`src/rtl/fir_pkg.sv`:
```
// Shared state type and accumulator sizing for the FIR MAC sequencer.
package fir_pkg;

  typedef enum logic [1:0] {
    IDLE  = 2'd0,
    SHIFT = 2'd1,
    MAC   = 2'd2,
    DONE  = 2'd3
  } fir_state_t;

  // Wide enough that LENGTH full-scale products can never wrap.
  function automatic int fir_acc_width(input int width, input int length);
    return 2 * width + $clog2(length);
  endfunction

endpackage

```
`src/rtl/fir_mac_unit.sv`:
```
// Signed multiply-accumulate datapath with clear and enable.
// Define FIR_MAC_PIPE_EN to insert a product register ahead of the accumulator.
module fir_mac_unit #(
  parameter int WIDTH     = 8,
  parameter int ACC_WIDTH = 22
) (
  input  logic                        clk,
  input  logic                        rst,
  input  logic                        clr,
  input  logic                        en,
  input  logic signed [WIDTH-1:0]     a,
  input  logic signed [WIDTH-1:0]     b,
  output logic signed [ACC_WIDTH-1:0] acc
);

  localparam int PW = 2 * WIDTH;

  logic signed [PW-1:0]        a_ext_s;
  logic signed [PW-1:0]        b_ext_s;
  logic signed [PW-1:0]        prod_s;
  logic signed [PW-1:0]        addend_s;
  logic signed [ACC_WIDTH-1:0] acc_r;

  assign a_ext_s = {{WIDTH{a[WIDTH-1]}}, a};
  assign b_ext_s = {{WIDTH{b[WIDTH-1]}}, b};
  assign prod_s  = a_ext_s * b_ext_s;

`ifdef FIR_MAC_PIPE_EN
  logic signed [PW-1:0] prod_r;

  // Product register; cleared with the accumulator so the first MAC cycle adds zero.
  always_ff @(posedge clk or posedge rst) begin
    if (rst) begin
      prod_r <= '0;
    end else if (clr) begin
      prod_r <= '0;
    end else if (en) begin
      prod_r <= prod_s;
    end else begin
      prod_r <= prod_r;
    end
  end

  assign addend_s = prod_r;
`else
  assign addend_s = prod_s;
`endif

  // Accumulator: cleared before each result, holds while not enabled.
  always_ff @(posedge clk or posedge rst) begin
    if (rst) begin
      acc_r <= '0;
    end else if (clr) begin
      acc_r <= '0;
    end else if (en) begin
      acc_r <= acc_r + {{(ACC_WIDTH-PW){addend_s[PW-1]}}, addend_s};
    end else begin
      acc_r <= acc_r;
    end
  end

  assign acc = acc_r;

endmodule

```
`src/rtl/fir_mac_sequencer.sv`:
```
// FIR sequencer: accepts a sample, shifts it into the delay line, then walks all taps through the MAC.
// Define FIR_MAC_PIPE_EN for a registered product (one extra MAC cycle).
module fir_mac_sequencer
  import fir_pkg::*;
#(
  parameter int WIDTH      = 8,
  parameter int LENGTH     = 50,
  parameter int ADDR_WIDTH = $clog2(LENGTH),
  parameter int ACC_WIDTH  = fir_acc_width(WIDTH, LENGTH)
) (
  input  logic                        clk,
  input  logic                        rst,
  input  logic                        in_valid,
  output logic                        in_ready,
  input  logic signed [WIDTH-1:0]     in_data,
  output logic                        shift_enb,
  output logic signed [WIDTH-1:0]     sample_out,
  output logic [ADDR_WIDTH-1:0]       tap_addr,
  input  logic signed [WIDTH-1:0]     tap_data,
  input  logic signed [WIDTH-1:0]     coef_data,
  output logic                        out_valid,
  input  logic                        out_ready,
  output logic signed [ACC_WIDTH-1:0] out_data
);

  localparam int CNT_W = $clog2(LENGTH + 1);
`ifdef FIR_MAC_PIPE_EN
  localparam logic [CNT_W-1:0] MAC_LAST = CNT_W'(LENGTH);
`else
  localparam logic [CNT_W-1:0] MAC_LAST = CNT_W'(LENGTH - 1);
`endif
  localparam logic [CNT_W-1:0] TAP_END = CNT_W'(LENGTH);

  fir_state_t                  state_r, state_nxt_s;
  logic [CNT_W-1:0]            cnt_r, cnt_nxt_s;
  logic [ADDR_WIDTH-1:0]       tap_addr_r, tap_addr_nxt_s;
  logic signed [WIDTH-1:0]     sample_r;
  logic                        in_ready_r, shift_enb_r, out_valid_r;
  logic signed [ACC_WIDTH-1:0] acc_s;

  // Next state and MAC cycle counter; the pipelined build runs one extra drain cycle.
  always_comb begin
    state_nxt_s = state_r;
    cnt_nxt_s   = {CNT_W{1'b0}};
    case (state_r)
      IDLE: begin
        if (in_valid) state_nxt_s = SHIFT;
        else          state_nxt_s = IDLE;
      end
      SHIFT: state_nxt_s = MAC;
      MAC: begin
        if (cnt_r == MAC_LAST) begin
          state_nxt_s = DONE;
        end else begin
          state_nxt_s = MAC;
          cnt_nxt_s   = cnt_r + CNT_W'(1);
        end
      end
      DONE: begin
        if (out_valid_r && out_ready) state_nxt_s = IDLE;
        else                          state_nxt_s = DONE;
      end
      default: state_nxt_s = IDLE;
    endcase
    if (cnt_nxt_s < TAP_END) tap_addr_nxt_s = ADDR_WIDTH'(cnt_nxt_s);
    else                     tap_addr_nxt_s = {ADDR_WIDTH{1'b0}};
  end

  // State and control outputs, decoded from the next state so every strobe is a flop.
  always_ff @(posedge clk or posedge rst) begin
    if (rst) begin
      state_r     <= IDLE;
      cnt_r       <= {CNT_W{1'b0}};
      tap_addr_r  <= {ADDR_WIDTH{1'b0}};
      in_ready_r  <= 1'b1;
      shift_enb_r <= 1'b0;
      out_valid_r <= 1'b0;
    end else begin
      state_r     <= state_nxt_s;
      cnt_r       <= cnt_nxt_s;
      tap_addr_r  <= tap_addr_nxt_s;
      in_ready_r  <= (state_nxt_s == IDLE);
      shift_enb_r <= (state_nxt_s == SHIFT);
      out_valid_r <= (state_nxt_s == DONE);
    end
  end

  // Sample capture on acceptance.
  always_ff @(posedge clk or posedge rst) begin
    if (rst) begin
      sample_r <= '0;
    end else if ((state_r == IDLE) && in_valid) begin
      sample_r <= in_data;
    end else begin
      sample_r <= sample_r;
    end
  end

  fir_mac_unit #(
    .WIDTH     (WIDTH),
    .ACC_WIDTH (ACC_WIDTH)
  ) u_mac (
    .clk (clk),
    .rst (rst),
    .clr (state_r == SHIFT),
    .en  (state_r == MAC),
    .a   (tap_data),
    .b   (coef_data),
    .acc (acc_s)
  );

  assign in_ready   = in_ready_r;
  assign shift_enb  = shift_enb_r;
  assign sample_out = sample_r;
  assign tap_addr   = tap_addr_r;
  assign out_valid  = out_valid_r;
  assign out_data   = out_valid_r ? acc_s : '0;

endmodule

```
`config.mk`:
```
export PLATFORM = sky130hd
export DESIGN_NAME = fir_mac_sequencer
export DESIGN_NICKNAME = d
export VERILOG_FILES = /design/src/rtl/fir_pkg.sv /design/src/rtl/fir_mac_unit.sv /design/src/rtl/fir_mac_sequencer.sv
export SDC_FILE = /design/constraint.sdc
export NUM_CORES = 1
export LEC_CHECK = 0
export ABC_AREA = 1
export BUFFER_PORTS_ARGS = -buffer_cell sky130_fd_sc_hd__clkbuf_2
export CAP_MARGIN = 20
export CORE_ASPECT_RATIO = 1.75
export CORE_MARGIN = 4
export CORE_UTILIZATION = 30
export CTS_BUF_LIST = sky130_fd_sc_hd__clkbuf_4 sky130_fd_sc_hd__clkbuf_8
export CTS_CLUSTER_SIZE = 28
export DETAILED_ROUTE_END_ITERATION = 6
export GPL_TIMING_DRIVEN = 0
export SYNTH_ARGS = -nofsm -noshare
export SYNTH_HDL_FRONTEND = slang
export SYNTH_SLANG_ARGS = --single-unit
```
`constraint.sdc`:
```
create_clock -name clk -period 1.7 [get_ports clk]
set_input_delay 0 -clock clk [delete_from_list [all_inputs] [get_ports clk]]
set_output_delay 0 -clock clk [all_outputs]
set_load 0.1 [all_outputs]
```
## Word level (Yosys, flattened, before mapping)

Index checks and enable logic that the tools add are counted.

| word-level totals | value |
|---|---|
| ROM bits | 0 |
| memories kept | 0 |
| RAM bits | 0 |
| bits of input ports | 28 |
| output and inout bits | 39 |
| register bits after elaboration | 47 |
| bits in latches | 0 |

| cells by class | value |
|---|---|
| shift-type cells | 0 |
| $mul | 1 |
| div/mod/pow operators | 0 |
| reduce and logical (&&, ||, !) cells | 5 |
| add/sub/neg operators | 2 |
| $lt $le $gt $ge | 1 |
| multiplexer cells | 10 |
| equality and inequality tests | 6 |
| bitwise operators | 0 |

Operators with widths:

| kind | count |
|---|---|
| 22-bit 2-to-1 mux | 3 |
| 22-bit adder | 1 |
| 6-bit 2-to-1 mux | 3 |
| 8-bit by 8-bit multiplier with 16-bit output | 1 |
| 2-bit one-hot mux with 4 select lines | 1 |
| 6-bit by 1-bit adder with 6-bit output (second input constant) | 1 |
| 2-bit == test (second input constant) | 3 |
| 6-bit == test (second input constant) | 1 |
| 6-bit < comparator (second input constant) | 1 |
| 2-bit by 1-bit == test with 1-bit output (second input constant) | 2 |
| 2-bit logical NOT | 2 |
| 1-bit logical AND | 2 |
| 1-bit 2-to-1 mux | 2 |
| 2-bit 2-to-1 mux | 1 |
| 2-bit nonzero test | 1 |

## Longest topological paths before layout

Gate-level depths: netlist (run 1).

| depth | value |
|---|---|
| depth after elaboration | 5 |
| gate-level depth with buffers | 32 |

## Cells and area by module

A second synthesis (run 1) with hierarchy kept.

| unflattened totals | value |
|---|---|
| cell total of the unflattened synthesis | 878 |
| area, all modules | 6,137.1 um^2 |

By module, submodules not included:

| module | sequential area each (um^2) | area each (um^2) | cells an instance | times used |
|---|---|---|---|---|
| fir_mac_unit | 550.5 | 4,933.5 | 718 | 1 |
| fir_mac_sequencer | 626.9 | 1,203.7 | 160 | 1 |

## Worst setup path after synthesis (run 1)

OpenSTA, ideal clock, no wires.

| timing path | value |
|---|---|
| path kind | input to register |
| start | input coef_data[2] |
| end | register u_mac.acc_r[20] (netlist: u_mac.acc[20]) |
| cell stages on the path | 30 |
| setup slack | -3,310 ps |
| data arrival time | 4,887 ps |
| required time | 1,577 ps |
| cell sequence | clkbuf_1 -> nand2_1 -> inv_1 -> fa_1 -> inv_1 -> fa_1 -> inv_1 -> fa_1 -> inv_1 -> fa_1 -> inv_1 -> ha_1 -> nand2_1 -> nor3_1 -> nand2_1 -> o211ai_1 -> nand2_1 -> nand2_1 -> a21oi_1 -> xnor2_1 -> ha_1 -> nand2_1 -> nor2_1 -> inv_1 -> nor4_2 -> nand3_1 -> nand3_1 -> a21oi_1 -> o21ai_0 -> nand2_1 |

| on the way | value |
|---|---|
| word-level cells in the longest chain between the ends | 4 |

Ends and longest elaborated chain:

| item | line | source |
|---|---|---|
| from (decl) | fir_mac_sequencer.sv:20 | `input logic signed [WIDTH-1:0] coef_data,` |
| 8-bit by 8-bit multiplier with 16-bit output | fir_mac_unit.sv:26 | `assign prod_s = a_ext_s * b_ext_s;` |
| 22-bit adder | fir_mac_unit.sv:56 | `acc_r <= acc_r + {{(ACC_WIDTH-PW){addend_s[PW-1]}}, addend_s};` |
| 22-bit 2-to-1 mux | fir_mac_unit.sv:55 | `end else if (en) begin` |
| 22-bit 2-to-1 mux | fir_mac_unit.sv:53 | `end else if (clr) begin` |
| to (signal assigned) | fir_mac_unit.sv:56 |  |
| to (signal assigned) | fir_mac_unit.sv:58 | `acc_r <= acc_r;` |
| to (decl) | fir_mac_unit.sv:22 | `logic signed [ACC_WIDTH-1:0] acc_r;` |

Every way passes these cells. The select of a mux whose other input is x is not followed.
A chain may end at the register's enable or synchronous reset.

## Worst setup path after layout (run 1)

| timing path | value |
|---|---|
| start | input coef_data[4] |
| end | register u_mac.acc_r[19] (netlist: u_mac.acc[19]) |

Same word-level chain as after synthesis.

==> out/results.ini, run 1 <==
[worst_setup_path]
critPathCaptureType=register
rr_startpoint=u_mac.acc[0]$_DFFE_PP0P_
critical-path-max-stage-delay_ns=0.58
cp-start-kind=input port
worstSetupPathType=input port to register
cp_max_fo=8
crit_arrival_ns=4.96
cp_slowest_cell=fa_2
critPathRequiredTime_ns=1.97
worstReg2RegEnd=u_mac.acc[16]$_DFFE_PP0P_
r2r_slack_ns=-0.53
rr_worst_depth=11

[clocking]
worstSkewPairLatency_ns=0.32
cts_tree=yes
clk_pin_slew_ns=0.11
cts_buffer_depth=2
htreeDepth=2
cts_made_buffers=5
cts.sinks=47
cts-root-buf=clkbuf_8

[cells_and_area]
nets=1082
design_area_um2=8700
multiInputGateArea_um2=5130
syn_to_final_growth_pct=46.6
num_antenna_cells=0
regArea_um2=1180
layout-drive-gt1-share_pct=40.5
fillers=1873
fin_util_pct=45.1

[grt]
grt_max_degree=36
grt_pass1_wl_um=27000
grt_pass1_vias=5732
grt_usage_pct=15.0
gr-total-overflow=0
antenna_found_initial=0

[status]
violations=setup timing
status=finished with violations

[synth]
yosysWarningCount=0
synthesis.area_um2=5930
syn_area_per_cell_um2=7.22
synthTopCellsByArea=dfrtp_1 19%, fa_1 19%, inv_1 14%
synth_cells=822
syn-num-nets=964
ys_ff_latch=47
ys_seq_area_share_pct=19.8
yosysTopAreaCellShare_pct=19.4
synth.distinct_cells=36
synth_top_cell_by_area=dfrtp_1

[floorplanning]
dieArea_um2=22200
die_x_um=114
start_util_pct=30.8
core_area_um2=19300
die_h_um=194
ioPinCount=67
rows=67

[sta]
hold_ws_ns=0.107
finalSetupViolations=19
max_freq_ghz=0.213
period_minus_slack_ns=4.69
max-slew-margin-rel_pct=58.1
fin_setup_tns_ns=-44.33
final.period_utilization_pct=276
worst_slack_ns=-2.99
skew_ns=0.0246
rsz0062_at_grt=yes
tightest_slew_ns=0.628
hold_viol=0
drv_slew=0

[place]
gp_congestion=0.893
place_hpwl_um=13100
port_buffers=51
placed_cell_area_um2=7060

[drt]
wl_per_cell_um=14.3
drt_iter0_markers=208
drt-pass1-iter-count=4
vias=5456
wl_um=17000
routed_via_density=4.62
post-route-drc-count=0
postRouteAntennaNets=0

[min_path]
hp-start=out_ready
hold_end=state_r[0]$_DFF_PP0_
whs_path_depth=5
hp-class=input port to register

[flow_run]
drv.max_cap_violation_count=0

==> layout make-up <==
class,instances,area share [%]
Buffer,19,3.06
Clock buffer,5,0.791
Clock inverter,3,0.532
Inverter,223,9.78
Multi-Input combinational cell,533,59.0
Sequential cell,47,13.6
Tap cell,241,3.47
Timing Repair Buffer,111,9.84
==> Yosys cell counts <==
master      n
nand2b_1    1
nor2_1     44
a31o_2      1
a211o_2     1
nand2_1   202
inv_2       2
fa_1       56
mux2_2      8
a22o_1      1
ha_1       58
o21ai_1     2
xnor2_1     3
nor4_2      2
nand4_1     2
o21ai_2     6
dfrtp_1    46
o31ai_1     4
nor2_2      2
or2_2       2
a31o_1      1
clkbuf_1   19
nand2_2     1
nand3b_1    1
a21o_1      1
o211ai_1    1
a21oi_1    44
inv_1     221
o22ai_1     1
o21ai_0    31
a21boi_2    2
or2_1       2
xor2_1     13
a21boi_0    1
nor3_1      9
dfstp_2     1
nand3_1    30
==> how the worst max path moves through the flow <==
stage / from / to / slack (ns) / cells after the start
floorplan: tap_data[7] / u_mac.acc[20]$_DFFE_PP0P_ / -3.15 / 30
global placement: coef_data[7] / u_mac.acc[20]$_DFFE_PP0P_ / -3.70 / 28
detailed placement: coef_data[7] / u_mac.acc[20]$_DFFE_PP0P_ / -3.70 / 27
CTS: coef_data[7] / u_mac.acc[20]$_DFFE_PP0P_ / -2.94 / 27
global route: tap_data[7] / u_mac.acc[20]$_DFFE_PP0P_ / -3.19 / 30
finish: coef_data[4] / u_mac.acc[19]$_DFFE_PP0P_ / -2.99 / 29
==> critical path, delay by kind of cell <==
kind / cells / cell delay, ns
compound gates: 6 / 0.68
xor+xnor: 1 / 0.18
fa+ha+maj: 6 / 2.81
buf+inv: 7 / 0.53
simple gates: 9 / 0.74
==> timing repair <==
| item | CTS | global route |
|---|---|---|
| hold endpoints to repair | 56 | 0 |
| hold buffers | 10 | 0 |
| resized for setup | 152 | 126 |
| pin swaps | 79 | 53 |
| setup endpoints to repair | 48 | 40 |
| gates cloned | 0 | 0 |
| setup buffers | 35 | 16 |
==> through the flow <==
step / worst slack, ns / std cells
after floorplan: -3.15 / 822
after global placement: -3.70 / 1114
after detailed placement: -3.70 / 1115
after CTS: -2.94 / 1167
after global routing: -3.19 / 1182
final: -2.99 / 1182
==> layout by cell type, fill, tap and decap left out, types with 21 or more instances in the layout <==
master and n:
buf_4 36, clkbuf_2 33, inv_2 44, ha_4 36, fa_1 52, dfrtp_1 45, nand2_1 154, a21oi_2 21
nor2_1 23, nand2_2 30, inv_1 174
==> state kept, by name, indices dropped and copies added (netlist names) <==
register,count
u_mac.acc,22
sample_out,8
cnt_r,6
tap_addr,6
state_r,2
in_ready,1
out_valid,1
shift_enb,1
==> cells by family (layout without fill, tap and decap cells) <==
logic type / after synthesis / after routing / share of synthesized area (%)
buf+inv: 242 / 361 / 15.3
flops: 47 / 47 / 19.8
xor+xnor: 16 / 16 / 2.36
mux: 8 / 8 / 1.52
fa+ha+maj: 114 / 114 / 31.1
compound gates: 97 / 97 / 9.37
simple gates: 298 / 298 / 20.5
==> layer usage <==
| layer | part of all wire (%) | GRT usage [%] | wire length [µm] | up-vias |
|---|---|---|---|---|
| met3 | 2.1 | 1.25 | 354 | 47 |
| met1 | 34 | 14.8 | 5800 | 2622 |
| met2 | 59 | 30.1 | 9930 | 99 |
| li1 | - | - | - | 2688 |
| met5 | 0 | 0 | 0 | - |
| met4 | 5.1 | 7.35 | 864 | 0 |
Power of run 1 is not shown: default switching activity piles up to over one toggle a cycle in this logic, so the estimate is an artifact.
==> run 2: changes to the inputs <==
--- a/config.mk
+++ b/config.mk
@@ -10,7 +10,7 @@
 export CAP_MARGIN = 20
 export CORE_ASPECT_RATIO = 1.75
 export CORE_MARGIN = 4
-export CORE_UTILIZATION = 30
+export CORE_UTILIZATION = 40
 export CTS_BUF_LIST = sky130_fd_sc_hd__clkbuf_4 sky130_fd_sc_hd__clkbuf_8
 export CTS_CLUSTER_SIZE = 28
 export DETAILED_ROUTE_END_ITERATION = 6
==> run 2 against run 1 <==
The flow still finishes with violations (setup timing); clock skew decreased by 0.0032 ns; non-clock buffer count decreased by 8; cell count decreased by 5.8%; critical path depth increased by 1; first-iteration DRC count decreased by 21%; global-route usage increased by 3.9 points; cell area decreased by 2.3%; highest routed layer unchanged.
==> out/results.ini, run 2 (synthesis results as in run 1) <==
[floorplanning]
dieArea_um2=16900
rows=58
core_area_um2=14400
die_h_um=169
ioPinCount=67
die_x_um=100
start_util_pct=41.1

[min_path]
whs_path_depth=5
hp-class=input port to register
hp-start=out_ready

[sta]
finalSetupViolations=19
skew_ns=0.0214
hold_ws_ns=0.124
period_minus_slack_ns=4.67
max_freq_ghz=0.214
max-slew-margin-rel_pct=57.5
hold_viol=0
drv_slew=0
final.period_utilization_pct=275
fin_setup_tns_ns=-43.30
tightest_slew_ns=0.637
rsz0062_at_grt=yes
worst_slack_ns=-2.97

[clocking]
cts-root-buf=clkbuf_8
cts_tree=yes
worstSkewPairLatency_ns=0.32
cts.sinks=47
htreeDepth=2
cts_buffer_depth=2
cts_made_buffers=5
clk_pin_slew_ns=0.10

[drt]
post-route-drc-count=0
wl_per_cell_um=14.1
routed_via_density=4.86
drt_iter0_markers=165
vias=5408
wl_um=15700
drt-pass1-iter-count=4
postRouteAntennaNets=0

[worst_setup_path]
crit_arrival_ns=4.87
cp_max_fo=8
cp_top_family=adder cells
rr_worst_depth=11
critical-path-max-stage-delay_ns=0.59
cp.depth=30
crit_start=coef_data[4]
rr_startpoint=u_mac.acc[0]$_DFFE_PP0P_
critPathCaptureType=register
path_buf_inv=9
worstSetupPathType=input port to register
crit_top_cell=inv_2
cp_slowest_cell=fa_2
cp-start-kind=input port
critPathRequiredTime_ns=1.90

[flow_run]
drv.max_cap_violation_count=0

[grt]
grt_pass1_vias=5723
grt_usage_pct=18.9
antenna_found_initial=0
gr-total-overflow=0
grt_pass1_wl_um=25700
grt_max_degree=38

[place]
placed_cell_area_um2=6990
gp_congestion=0.921
port_buffers=51
place_hpwl_um=12500

[cells_and_area]
largest_register_ffs=22
syn_to_final_growth_pct=43.2
final_cell_mix=180 x inv_1, 163 x nand2_1, 49 x fa_1, 45 x dfrtp_1, 39 x inv_2
layout-drive-gt1-share_pct=37.6
nets=1074
design_area_um2=8490
final_common_cell=inv_1
num_antenna_cells=0

[status]
violations=setup timing
status=finished with violations

[run 2: cell types whose count changed in the layout (fill, tap and decap cells not counted), moves of 4 or more]
| cell | change |
|---|---|
| nand2_2 | -8 |
| inv_2 | -5 |
| buf_6 | -6 |
| inv_1 | +6 |
| ha_1 | +4 |
| nand2_1 | +9 |
| clkbuf_4 | -4 |
[run 2: worst paths after layout]
kind / end / slack (ns)
min: state_r[0]$_DFF_PP0_ / 0.12
max: u_mac.acc[19]$_DFFE_PP0P_ / -2.97
max reg2reg: u_mac.acc[16]$_DFFE_PP0P_ / -0.56
min in group asynchronous: u_mac.acc[18]$_DFFE_PP0P_ / 0.13
min reg2reg: sample_out[4]$_DFFE_PP0P_ / 0.51
max in group asynchronous: in_ready$_DFF_PP1_ / 1.00
[run 2: area by class of cell]
| cell class | instances | area (µm²) |
|---|---|---|
| timing repair buffer | 103 | 766 |
| clock buffer | 5 | 68.8 |
| sequential | 47 | 1180 |
| clock inverter | 3 | 46.3 |
| buffer | 19 | 292 |
| fill | 1318 | 5950 |
| multi-input combinational | 533 | 5070 |
| inverter | 223 | 850 |
| tap | 180 | 225 |
[run 2: routing by layer]
| layer | share of wire [%] | global-route usage (%) |
|---|---|---|
| met1 | 34 | 18.4 |
| met2 | 59 | 38.0 |
| met3 | 2.1 | 1.44 |
| met4 | 4.9 | 9.79 |
| met5 | 0 | 0 |
[run 2: stage by stage]
stage,setup slack (ns),std cells,utilization (%)
finish,-2.97,1113,58.8
global route,-3.19,1113,58.8
CTS,-2.97,1101,55.6
detailed placement,-3.77,1054,48.4
global placement,-3.76,1053,48.2
floorplan,-3.15,822,-
[run 2: worst min-delay path, delay by kind of cell]
kind / cells / cell delay [ns]
AND/OR/NAND/NOR: 2 / 0.13
buffers and inverters: 1 / 0.08
AO/OA/AOI/OAI: 2 / 0.19
[run 2: repair_timing]
item                       CTS  global route
gates resized for setup    141            97
setup buffers               29            13
hold buffers                10             0
pin swaps                   81            53
hold endpoints to repair    55             0
setup endpoints to repair   48            35
Power of run 2 is left out for the same reason.
